[src/rtl/iir_pkg.sv]
// Shared definitions for the IIR coefficient path: default sizes, coefficient
// addressing, loader states and the passthrough reset bank values.
package iir_pkg;

    localparam int COEFF_WIDTH    = 32;
    localparam int LOG_A0         = 30;
    localparam int LOG_GAIN_UNITY = 18;
    localparam int LOG_DIV        = 2;
    localparam int NUM_COEFF      = 6;

    typedef enum logic [2:0] {
        ADDR_B0   = 3'd0,
        ADDR_B1   = 3'd1,
        ADDR_B2   = 3'd2,
        ADDR_A1   = 3'd3,
        ADDR_A2   = 3'd4,
        ADDR_GAIN = 3'd5
    } coeff_addr_e;

    typedef enum logic [1:0] {
        ST_IDLE,
        ST_CHECK,
        ST_ARMED
    } ld_state_e;

    function automatic logic [63:0] unity(input int log2);
        return 64'd1 << log2;
    endfunction

    localparam logic [COEFF_WIDTH-1:0] B0_RST   = COEFF_WIDTH'(64'd1 << LOG_A0);
    localparam logic [COEFF_WIDTH-1:0] GAIN_RST = COEFF_WIDTH'(64'd1 << LOG_GAIN_UNITY);

endpackage

[src/rtl/iir_stab_check.sv]
// Registered stability-triangle verdict on a1/a2: |a2| < A0 and |a1| < A0 + a2.
// Widened by two bits so |x| of the most negative value and A0 + a2 cannot wrap.
module iir_stab_check #(
    parameter int COEFF_WIDTH = 32,
    parameter int LOG_A0      = 30
) (
    input  logic                   clk,
    input  logic                   rst,
    input  logic [COEFF_WIDTH-1:0] a1_i,
    input  logic [COEFF_WIDTH-1:0] a2_i,
    output logic                   pass_o
);
    localparam int XW = COEFF_WIDTH + 2;

    logic signed [XW-1:0] a1_x, a2_x, a1_abs, a2_abs, unity_x;
    logic                 pass_d, pass_q;

    assign a1_x    = {{2{a1_i[COEFF_WIDTH-1]}}, a1_i};
    assign a2_x    = {{2{a2_i[COEFF_WIDTH-1]}}, a2_i};
    assign unity_x = {{(XW-1){1'b0}}, 1'b1} << LOG_A0;
    assign a1_abs  = a1_x[XW-1] ? -a1_x : a1_x;
    assign a2_abs  = a2_x[XW-1] ? -a2_x : a2_x;
    assign pass_d  = (a2_abs < unity_x) && (a1_abs < (unity_x + a2_x));

    always_ff @(posedge clk or posedge rst) begin
        if (rst) pass_q <= 1'b0;
        else     pass_q <= pass_d;
    end

    assign pass_o = pass_q;

endmodule

[src/rtl/iir_coeff_bank_loader.sv]
// Shadow/active coefficient bank with atomic commit on the filter frame boundary.
// Define IIR_STAB_CHECK_EN to reject commits whose a1/a2 fail the stability triangle.
module iir_coeff_bank_loader
    import iir_pkg::*;
#(
    parameter int COEFF_WIDTH    = iir_pkg::COEFF_WIDTH,
    parameter int LOG_A0         = iir_pkg::LOG_A0,
    parameter int LOG_GAIN_UNITY = iir_pkg::LOG_GAIN_UNITY,
    parameter int LOG_DIV        = iir_pkg::LOG_DIV
) (
    input  logic                   clk,
    input  logic                   rst,
    input  logic                   wr_en,
    input  logic [2:0]             wr_addr,
    input  logic [COEFF_WIDTH-1:0] wr_data,
    input  logic                   commit_req,
    input  logic                   err_clr,
    output logic [COEFF_WIDTH-1:0] b0,
    output logic [COEFF_WIDTH-1:0] b1,
    output logic [COEFF_WIDTH-1:0] b2,
    output logic [COEFF_WIDTH-1:0] a1,
    output logic [COEFF_WIDTH-1:0] a2,
    output logic [COEFF_WIDTH-1:0] gain,
    output logic                   busy,
    output logic                   frame_sync,
    output logic                   commit_done,
    output logic                   commit_rej,
    output logic                   err_sticky
);
    typedef logic [NUM_COEFF-1:0][COEFF_WIDTH-1:0] bank_t;

    function automatic bank_t rst_bank();
        bank_t b;
        b            = '0;
        b[ADDR_B0]   = COEFF_WIDTH'(unity(LOG_A0));
        b[ADDR_GAIN] = COEFF_WIDTH'(unity(LOG_GAIN_UNITY));
        return b;
    endfunction

    localparam bank_t RST_BANK = rst_bank();

    ld_state_e          state_q, state_d;
    bank_t              shadow_q, shadow_d, active_q, active_d;
    logic               err_q, err_d, commit_done_q, commit_done_d;
    logic [LOG_DIV-1:0] frame_cnt_q;
    logic               addr_ok, err_set, check_pass;

    always_ff @(posedge clk or posedge rst) begin
        if (rst) frame_cnt_q <= '0;
        else     frame_cnt_q <= frame_cnt_q + 1'b1;
    end

    assign frame_sync = &frame_cnt_q;

    // The verdict is taken from the next-state shadow so that the value held
    // during CHECK already reflects a write made in the commit_req cycle.
`ifdef IIR_STAB_CHECK_EN
    iir_stab_check #(
        .COEFF_WIDTH(COEFF_WIDTH),
        .LOG_A0     (LOG_A0)
    ) u_stab (
        .clk   (clk),
        .rst   (rst),
        .a1_i  (shadow_d[ADDR_A1]),
        .a2_i  (shadow_d[ADDR_A2]),
        .pass_o(check_pass)
    );
`else
    assign check_pass = 1'b1;
`endif

    assign addr_ok = int'(wr_addr) < NUM_COEFF;

    always_comb begin
        state_d       = state_q;
        shadow_d      = shadow_q;
        active_d      = active_q;
        commit_done_d = 1'b0;
        commit_rej    = 1'b0;
        case (state_q)
            ST_IDLE: begin
                if (wr_en && addr_ok) shadow_d[wr_addr] = wr_data;
                if (commit_req)       state_d = ST_CHECK;
            end
            ST_CHECK: begin
                if (check_pass) begin
                    state_d = ST_ARMED;
                end else begin
                    commit_rej = 1'b1;
                    state_d    = ST_IDLE;
                end
            end
            ST_ARMED: begin
                if (frame_sync) begin
                    active_d      = shadow_q;
                    commit_done_d = 1'b1;
                    state_d       = ST_IDLE;
                end
            end
            default: state_d = ST_IDLE;
        endcase
        err_set = commit_rej || (wr_en && (!addr_ok || state_q != ST_IDLE));
        err_d   = err_set ? 1'b1 : (err_clr ? 1'b0 : err_q);
    end

    always_ff @(posedge clk or posedge rst) begin
        if (rst) begin
            state_q       <= ST_IDLE;
            shadow_q      <= RST_BANK;
            active_q      <= RST_BANK;
            err_q         <= 1'b0;
            commit_done_q <= 1'b0;
        end else begin
            state_q       <= state_d;
            shadow_q      <= shadow_d;
            active_q      <= active_d;
            err_q         <= err_d;
            commit_done_q <= commit_done_d;
        end
    end

    assign b0          = active_q[ADDR_B0];
    assign b1          = active_q[ADDR_B1];
    assign b2          = active_q[ADDR_B2];
    assign a1          = active_q[ADDR_A1];
    assign a2          = active_q[ADDR_A2];
    assign gain        = active_q[ADDR_GAIN];
    assign busy        = (state_q != ST_IDLE);
    assign commit_done = commit_done_q;
    assign err_sticky  = err_q;

endmodule
[config.mk]
export PLATFORM = sky130hd
export DESIGN_NAME = iir_coeff_bank_loader
export DESIGN_NICKNAME = d
export VERILOG_FILES = /design/src/rtl/iir_pkg.sv /design/src/rtl/iir_stab_check.sv /design/src/rtl/iir_coeff_bank_loader.sv
export SDC_FILE = /design/constraint.sdc
export NUM_CORES = 1
export LEC_CHECK = 0
export ABC_CLOCK_PERIOD_IN_PS = 17300
export CAP_MARGIN = 25
export CORE_ASPECT_RATIO = 0.6
export CORE_MARGIN = 3
export CORE_UTILIZATION = 52
export CTS_CLUSTER_DIAMETER = 40
export DETAILED_ROUTE_END_ITERATION = 8
export GPL_TIMING_DRIVEN = 0
export PLACE_DENSITY = 0.78
export SKIP_CTS_REPAIR_TIMING = 1
export SYNTH_ARGS = -nofsm -noshare
export SYNTH_HDL_FRONTEND = slang
export SYNTH_HIERARCHICAL = 1
export SYNTH_SLANG_ARGS = --single-unit
[constraint.sdc]
create_clock -name clk -period 17.3 [get_ports clk]
set_input_delay 2.595 -clock clk [delete_from_list [all_inputs] [get_ports clk]]
set_output_delay 2.595 -clock clk [all_outputs]
set_load 0.05 [all_outputs]
==> impl_metrics.tcl <==
set metrics [dict create \
    power_leakage_nw 8.30 \
    cp-start-kind "flip-flop" \
    drive_above_1_share 0.429 \
    htreeDepth 2 \
    grt_pass1_wl_um 52200 \
    diodes 0 \
    cts_tree "yes" \
    p_switching_w 0.00165 \
    setup-violations-final 0 \
    postRouteAntennaNets 0 \
    drtIter0Drc 358 \
    ff2ff_setup_slack_ps 15180 \
    nNetsFinal 1157 \
    share_comb_of_total_power 0.414 \
    clock_skew_ps 26.0 \
    layout_setup_ws_ps 12610 \
    core_area_mm2 0.0270 \
    slowest_delay_ps 850 \
    worstPathBufferInverterCount 2 \
    cts-root-buf "clkbuf_16" \
    p_per_area_mw_per_mm2 223 \
    cpLargestDelayFamily "buffers and inverters" \
    rows 46 \
    vias 8008 \
    synth_seq_cells 390 \
    routed_wl_um 33700 \
    period_minus_slack_ps 4690 \
    cts.clk_slew.worst_paths_ps 70 \
    hold_viol 0 \
    dp_hpwl_um 23000 \
    ys_seq_area_frac 0.670 \
    slew_headroom 0.445 \
    vdd_drop_max_mv 0.129 \
    postSynthCellCount 839 \
    synth_warnings 6 \
    synth_nets 880 \
    ios 237 \
    viasPerCell 5.32 \
    path_cells "nor2_1 > inv_2 > clkdlybuf4s50_1" \
    grt_setup_unrepaired "no" \
    synthDistinctLibCells 26 \
    max_freq_ghz 0.213 \
    die_area_mm2 0.0301 \
    switching_share 0.393 \
    dp_cells 1437 \
    finalInstanceArea_mm2 0.0188 \
    hp-class "flip-flop to flip-flop" \
    clk_latency_ps 530 \
    area_growth_pct 28.8 \
    routabilityCongestion 0.766 \
    finalNonFillerCells 1505 \
    cp_data_required_time_ps 14700 \
    crit_type "flip-flop to output port" \
    grt_use_total 0.226 \
    pwr-share-seq 0.381 \
    cts.sinks 390 \
    fillers 1836 \
    grt.overflow.total 0 \
    grt_pass1_vias 8702 \
    die_w_um 222 \
    critical-path-slowest-cell "clkdlybuf4s50_1" \
    slew_viol_final 0 \
    route.detailed.drc 0 \
    numCtsBuffers 37 \
    start_util 0.540 \
    cts_buffer_depth 3 \
    crit_arrival_ps 2090 \
    max_slew.worst_pin.slew_ps 833 \
    synth_area_per_cell_um2 17.4 \
    place_area_mm2 0.0175 \
    grt_max_degree 129 \
    grt_antenna_before_repair 0 \
    syn-cell-area_mm2 0.0146 \
    wl_per_cell_um 22.4 \
    critPathCaptureType "output port" \
    whs_ps 456 \
    io_buffers 235 \
    place_ws_ps 12590 \
    fp.dieH_um 136 \
    status "finished, final reports clean" \
    pwr-share-clk 0.205 \
    power.internal_w 0.00255 \
    drtPass1Iterations 4 \
    max-cap-violations 0 \
    fin_crit_sh 0.271 \
    path_max_fanout 5 \
]
## cells in the mapped netlist (all sizes together)
library cell  number  area (um2)
dfrtp            386        9660
mux2             385        4340
buf               38         259
inv                5        18.8
dfstp              4         105
and2               2        12.5
clkbuf             2        7.51
nand4b             2        17.5
nor2               2        7.51
nor4               2        42.5
o21ai              2        10.0
and3b              1        8.76
conb               1        3.75
ha                 1        12.5
nand2              1        3.75
nand3              1        10.0
nand3b             1        11.3
nor2b              1        6.26
nor3               1        5.00
nor4b              1        23.8
## metal layers
layer	track usage	up-vias	share of wire
met4	0.0419	0	0.010
met1	0.319	4268	0.45
met2	0.352	181	0.46
met3	0.0702	34	0.071
met5	0	-	0
li1	-	3525	-
## final cells by class
type	instances	area, um2	share of cell area
Inverter	5	26.3	0.00140
Clock buffer	49	1040	0.0556
Tap cell	360	450	0.0240
Sequential cell	390	9760	0.521
Clock inverter	19	254	0.0135
Multi-Input combinational cell	404	4510	0.241
Timing Repair Buffer	238	2430	0.130
Buffer	40	267	0.0142
## stage by stage
step,TNS [ps],utilization,power [W]
after floorplan,0,-,0.00272
after global placement,-129390,0.643,0.00329
after detailed placement,0,0.647,0.00335
after CTS,0,0.695,0.00423
after global routing,0,0.695,0.00437
final,0,0.695,0.00419
## power groups by stage
stage | Combinational (W) | Clock, W | Sequential (W)
floorplan | 0.000417 | 0 | 0.00230
global placement | 0.00171 | 0 | 0.00158
detailed placement | 0.00174 | 0 | 0.00161
CTS | 0.00175 | 0.000875 | 0.00160
global route | 0.00181 | 0.000915 | 0.00165
finish | 0.00174 | 0.000860 | 0.00160
## path summary, 6_finish.rpt
check                                from             end  depth (start not counted)
min                        frame_cnt_q[0]  frame_cnt_q[0]                          1
min reg2reg                frame_cnt_q[0]  frame_cnt_q[0]                          1
max                            state_q[1]            busy                          3
min in group asynchronous             rst          b2[16]                          2
max in group asynchronous             rst           b1[4]                          4
max reg2reg                    state_q[1]    shadow_q[97]                          5
## sequential cells by signal, indices dropped and copies added (netlist names)
register and cells:
shadow_q 192, a1 32, a2 32, b0 32, b1 32, b2 32, gain 32, frame_cnt_q 2
state_q 2, commit_done 1, err_sticky 1
## placed cells by master (no fill, tap or decap), types with 4 or more instances in the layout
| cell | netlist | layout |
|---|---|---|
| clkinv_2 | 0 | 4 |
| buf_4 | 8 | 8 |
| mux2_2 | 377 | 377 |
| dfrtp_1 | 386 | 386 |
| inv_6 | 0 | 4 |
| clkdlybuf4s50_1 | 0 | 235 |
| clkbuf_1 | 2 | 9 |
| dfstp_2 | 4 | 4 |
| mux2_1 | 7 | 7 |
| buf_6 | 8 | 8 |
| buf_2 | 21 | 21 |
| clkbuf_16 | 0 | 39 |
| bufinv_16 | 0 | 5 |
## logic make-up (layout without fill, tap and decap cells)
logic type	Yosys count	in the layout	synth area share
AOI/OAI and AO/OA	2	2	0.000687
and+or+nand+nor	15	15	0.0102
adders and majority gates	1	1	0.000859
muxes	385	385	0.298
DFF	390	390	0.670
buffers and inverters	45	351	0.0196
other	1	1	0.000257
(Power assumes the default switching activity.)
